==> config.mk <==
export PLATFORM = sky130hd
export DESIGN_NAME = imm_extend_pipe
export DESIGN_NICKNAME = d
export VERILOG_FILES = /design/src/rtl/imm_extend_pipe.sv
export SDC_FILE = /design/constraint.sdc
export NUM_CORES = 1
export LEC_CHECK = 0
export ABC_AREA = 1
export CAP_MARGIN = 0
export CORE_ASPECT_RATIO = 1.75
export CORE_MARGIN = 2
export CORE_UTILIZATION = 40
export DETAILED_ROUTE_END_ITERATION = 10
export PLACE_DENSITY = 0.73
export SYNTH_ARGS = -nofsm -noshare
export SYNTH_HDL_FRONTEND = slang
export SYNTH_SLANG_ARGS = --single-unit
==> constraint.sdc <==
create_clock -name clk -period 1.6 [get_ports clk]
set_clock_uncertainty 0.15 [all_clocks]
set_input_delay 0.48 -clock clk [delete_from_list [all_inputs] [get_ports clk]]
set_output_delay 0.48 -clock clk [all_outputs]
set_load 0.005 [all_outputs]
==> src/rtl/imm_extend_pipe.sv <==
// imm_extend_pipe: widens an immediate field (zero/sign/ones-fill/sign+shift) behind a
// valid/ready interface whose 2-entry skid buffer keeps one transfer per cycle under backpressure.
module imm_extend_pipe #(
    parameter int IN_W      = 7,
    parameter int OUT_W     = 20,
    parameter int SHIFT_AMT = 1,
    parameter int CNT_W     = 8
) (
    input  logic             clk,
    input  logic             reset,
    input  logic             in_valid,
    output logic             in_ready,
    input  logic [IN_W-1:0]  in_imm,
    input  logic [1:0]       in_mode,
    output logic             out_valid,
    input  logic             out_ready,
    output logic [OUT_W-1:0] out_data,
    output logic [CNT_W-1:0] out_count
);
    if (IN_W < 1 || IN_W > OUT_W || OUT_W > 32 || SHIFT_AMT < 0 || SHIFT_AMT > OUT_W - 1 || CNT_W < 1) begin : g_bad_param
        $error("imm_extend_pipe: parameter out of range");
    end

    typedef enum logic [1:0] {EMPTY, ONE, TWO} state_t;

    state_t           state_q, state_d;
    logic [OUT_W-1:0] main_q, main_d, skid_q, skid_d;
    logic [CNT_W-1:0] count_q, count_d;
    logic [OUT_W-1:0] zx, sx, ext;
    logic             in_xfer, out_xfer;

    // Size casts keep the IN_W==OUT_W case legal: no zero-width replications.
    assign zx  = OUT_W'(in_imm);
    assign sx  = OUT_W'($signed(in_imm));
    assign ext = in_mode == 2'b00 ? zx :
                 in_mode == 2'b01 ? sx :
                 in_mode == 2'b10 ? zx | ~OUT_W'({IN_W{1'b1}}) :
                 sx << SHIFT_AMT;

    assign in_ready  = state_q != TWO;
    assign out_valid = state_q != EMPTY;
    assign out_data  = main_q;
    assign out_count = count_q;
    assign in_xfer   = in_valid & in_ready;
    assign out_xfer  = out_valid & out_ready;

    always_comb begin
        state_d = state_q;
        main_d  = main_q;
        skid_d  = skid_q;
        count_d = count_q + CNT_W'(out_xfer);
        case (state_q)
            EMPTY: if (in_xfer) begin
                main_d  = ext;
                state_d = ONE;
            end
            ONE: if (in_xfer && out_xfer) begin
                main_d = ext;
            end else if (in_xfer) begin
                skid_d  = ext;
                state_d = TWO;
            end else if (out_xfer) begin
                state_d = EMPTY;
            end
            TWO: if (out_xfer) begin
                main_d  = skid_q;
                state_d = ONE;
            end
            default: state_d = EMPTY;
        endcase
    end

    always_ff @(posedge clk) begin
        if (reset) begin
            state_q <= EMPTY;
            main_q  <= '0;
            skid_q  <= '0;
            count_q <= '0;
        end else begin
            state_q <= state_d;
            main_q  <= main_d;
            skid_q  <= skid_d;
            count_q <= count_d;
        end
    end
endmodule
==> results.md <==
* CTS Buf Count at 3
* PD cells at 717 mW/mm^2
* Hold_buf cts at 0
* Max-cap violations at 0
* Placed cell areas at 0.00190 sq mm
* Core ar. at ~0.0033 sq mm
* Post-Syn Area at ~0.0014 sq mm
* Post-Syn Area per Cell at 6.57 sq um
* FP Rows at 28
* Clk pwr share at 26.1%
* Hold EP: skid_q[18]
* Net Sw Frac at a little over a quarter
* Leakage at around 1.0 nW
* Cell Count Post-Placement at 299
* Startpoint Class: flop
* # IOs at 43
* Post-layout nets at 278
* Largest stage delay, worst path at between 300 and 400 ps
* Post-synthesis mux area share at 0%
* Largest net degree at the start of global routing at 17
* Area Overhead vs Synth at 42.4%
* Maximum vdd ir drop at 0.468 mV
* Antenna violations before repair at 0
* Final Wtd Congestion at 0.848
* CTS Sinks at 26
* Combinational group share of total power at a little under a quarter
* First-pass GRT wire length at between 4000 and 5000 um
* XOR/XNOR share of the synthesized area at 0.640%
* DRT Pass-1 Iters at 4
* Net Count, Synth at 222
* FF-to-FF setup slack at 100 ps
* Clock Latency Late Sink at 270 ps
* Register Area at 537 sq um
* Net Switching at 0.378 mW
* Worst Path Required at 970 ps
* Min cycle time layout at 1500 ps
* Min-delay src: skid_q[18]
* Origin of the critical flop-to-flop path: state_q[1]
* Slew margin rel. at 82.4%
* # diodes at 0
* Seq pwr share at about half
* CP Buf/Inv Count at 2
* RSZ-0062 raised after global routing: false
* CP Cell Sequence: inv_2, nand2_2, clkbuf_2
* Post-Synth Simple-Gate Area at 35.0%
* Die Y at 81.4 um
* Synth top area cells: dfxtp_1, nand2_1, nor2_1, buf_4, inv_1
* Gr ovfl total at 0
* Place WS at -370 ps
* DIE WIDTH at approximately 48 um
* Routed len/inst at 9.79 um
* DR iter-0 viols at 19
* Crit path max-delay family: flip-flops
* Synth area leader: dfxtp_1
* # H-tree levels at 1
* Yosys Warn Count at 0
* Post-synth cell types at 24
* Worst reg2reg path depth at 10
* Number of global-route vias before repair at about 1300
* Final Instance Area at between 0.0015 and 0.002 sq mm
* Final worst-path setup slack at slightly below 100 ps
* Mapped Cells at 208
* TritonCTS clock tree: built
* # setup viols final at 0
* Max Clk Rate at between 600 and 700 MHz
* Synth Register Bits at 26
* Fin. Hold Viols at 0
* Post-synthesis compound-gate area fraction at 9.79%
* Cell-internal power at 1.02 mW
* GRT Total Usage at 17.3%
* Total wire length at 3010 um
* Reg2reg end: out_count[6]
* DRC viols at 0
* Critical-path top delay cell: dfxtp_2
* Status: complete, no violations
* CP Capture Type: primary output
* Total die area at 0.00392 sq mm
* Initial core utilization at 41.1%
* Layout fillers at about 340
* HPWL reported at the end of detailed placement at 2260 um
* Vias at 1389
* Final worst path period share at between 90% and 100%
* Main combinational cell family by area after synthesis: simple AND/OR/NAND/NOR gates
* Multi-input gate area at 676 sq um
* Worst hold path stage count at 2
* Critical setup path kind: reg2out
* Post-Layout Cell Count at 307
* Via density at 4.52
* Clock root buffer: clkbuf_8
* Reg clk slew, reported paths at about 80 ps
* Clock buffer depth at 2
* CP arrival at between 800 and 900 ps
* Layout cells sized above 1 at 28.6%
* Final antenna-violating net count at 0
* Port Buf Inserts at between 40 and 50
* Top cell type's share of synthesized area at a little under two fifths
* HP Class: reg2reg
* Adder-Cell Fraction of Synth Area at 0.915%
* Final Slew Violations at 0
* Worst-margin pin slew at roughly 260 ps
* Seq/Total Area, Yosys at a little under two fifths
* Power after layout at around 1.4 mW
* CP max FO at 4
## area by class of cell
type | count | share of cell area (%)
Multi-Input combinational cell | 142 | 34.7
Sequential cell | 26 | 27.6
Inverter | 24 | 4.88
Tap cell | 45 | 2.89
Timing Repair Buffer | 67 | 27.8
Clock buffer | 3 | 2.12
## per-stage QoR
stage	hold WS, ps	TNS [ps]	util [%]
final	303	0	58.5
after global routing	342	0	58.5
after CTS	307	0	59.1
after detailed placement	295	-7780	57.1
after global placement	285	-6840	57.1
after floorplan	274	0	-
## registers in the layout (all words and copies together), names as in the netlist
name,count
out_count,8
skid_q,8
state_q,2
out_data,8
## Yosys cell counts (all sizes together)
master,number
a21oi,7
buf,15
clkbuf,1
dfxtp,26
ha,1
inv,24
nand2,69
nand3,5
nand4,2
nor2,39
nor3,2
o2111ai,1
o21ai,15
xnor2,1
## power groups by stage
stage	registers [mW]	clock network, mW	logic (mW)
3_3_place_gp	0.715	0	0.364
2_1_floorplan	0.724	0	0.187
5_1_grt	0.707	0.397	0.379
3_5_place_dp	0.717	0	0.368
6_report	0.703	0.364	0.329
4_1_cts	0.703	0.379	0.338
## repair_timing
item / 4_1_cts / 5_1_grt
pin swaps: 0 / 1
endpoints found under the setup margin: 48 / 28
gates resized for setup: 70 / 24
setup buffers: 5 / 0
## per-layer routing
metal	wire (um)	GRT usage, %	vias to the layer above
met3	132	1.78	9
met4	99	9.73	0
met2	1590	30.7	49
met1	1180	18.3	596
li1	-	-	735
met5	0	0	-
## worst max path at each step
stage,startpoint,to,slack [ps],depth (start not counted)
2_1_floorplan,state_q[1],out_count[6],90,9
3_3_place_gp,out_ready,skid_q[1],-340,6
3_5_place_dp,out_ready,skid_q[0],-370,7
4_1_cts,out_data[18],out_data[13],0.6,2
5_1_grt,state_q[1],out_count[6],30,10
6_report,state_q[1],out_valid,100,3
## cell families (layout without fill, tap and decap cells)
family                   count (synthesis)  in the layout
AND/OR/NAND/NOR                        117            117
XOR/XNOR                                 1              1
AO/OA/AOI/OAI                           23             23
buffers and inverters                   40             94
flip-flops                              26             26
adder cells (fa/ha/maj)                  1              1
## tightest hold or removal path: cells and delay by family, from the launching register on
kind	cells	cell delay [ps]
DFF	1	300
buffers and inverters	1	60
AOI/OAI and AO/OA	1	50
## cell usage in the layout, fill, tap and decap left out, drive strengths merged, types with 2 or more instances in the layout
cell type,instances
nand2,69
nor2,39
buf,28
dfxtp,26
inv,24
dlygate4sd2,17
clkbuf,15
o21ai,15
clkdlybuf4s50,8
a21oi,7
nand3,5
nor3,2
dlymetal6s2s,2
nand4,2
Power figures use the tool's default switching activity.
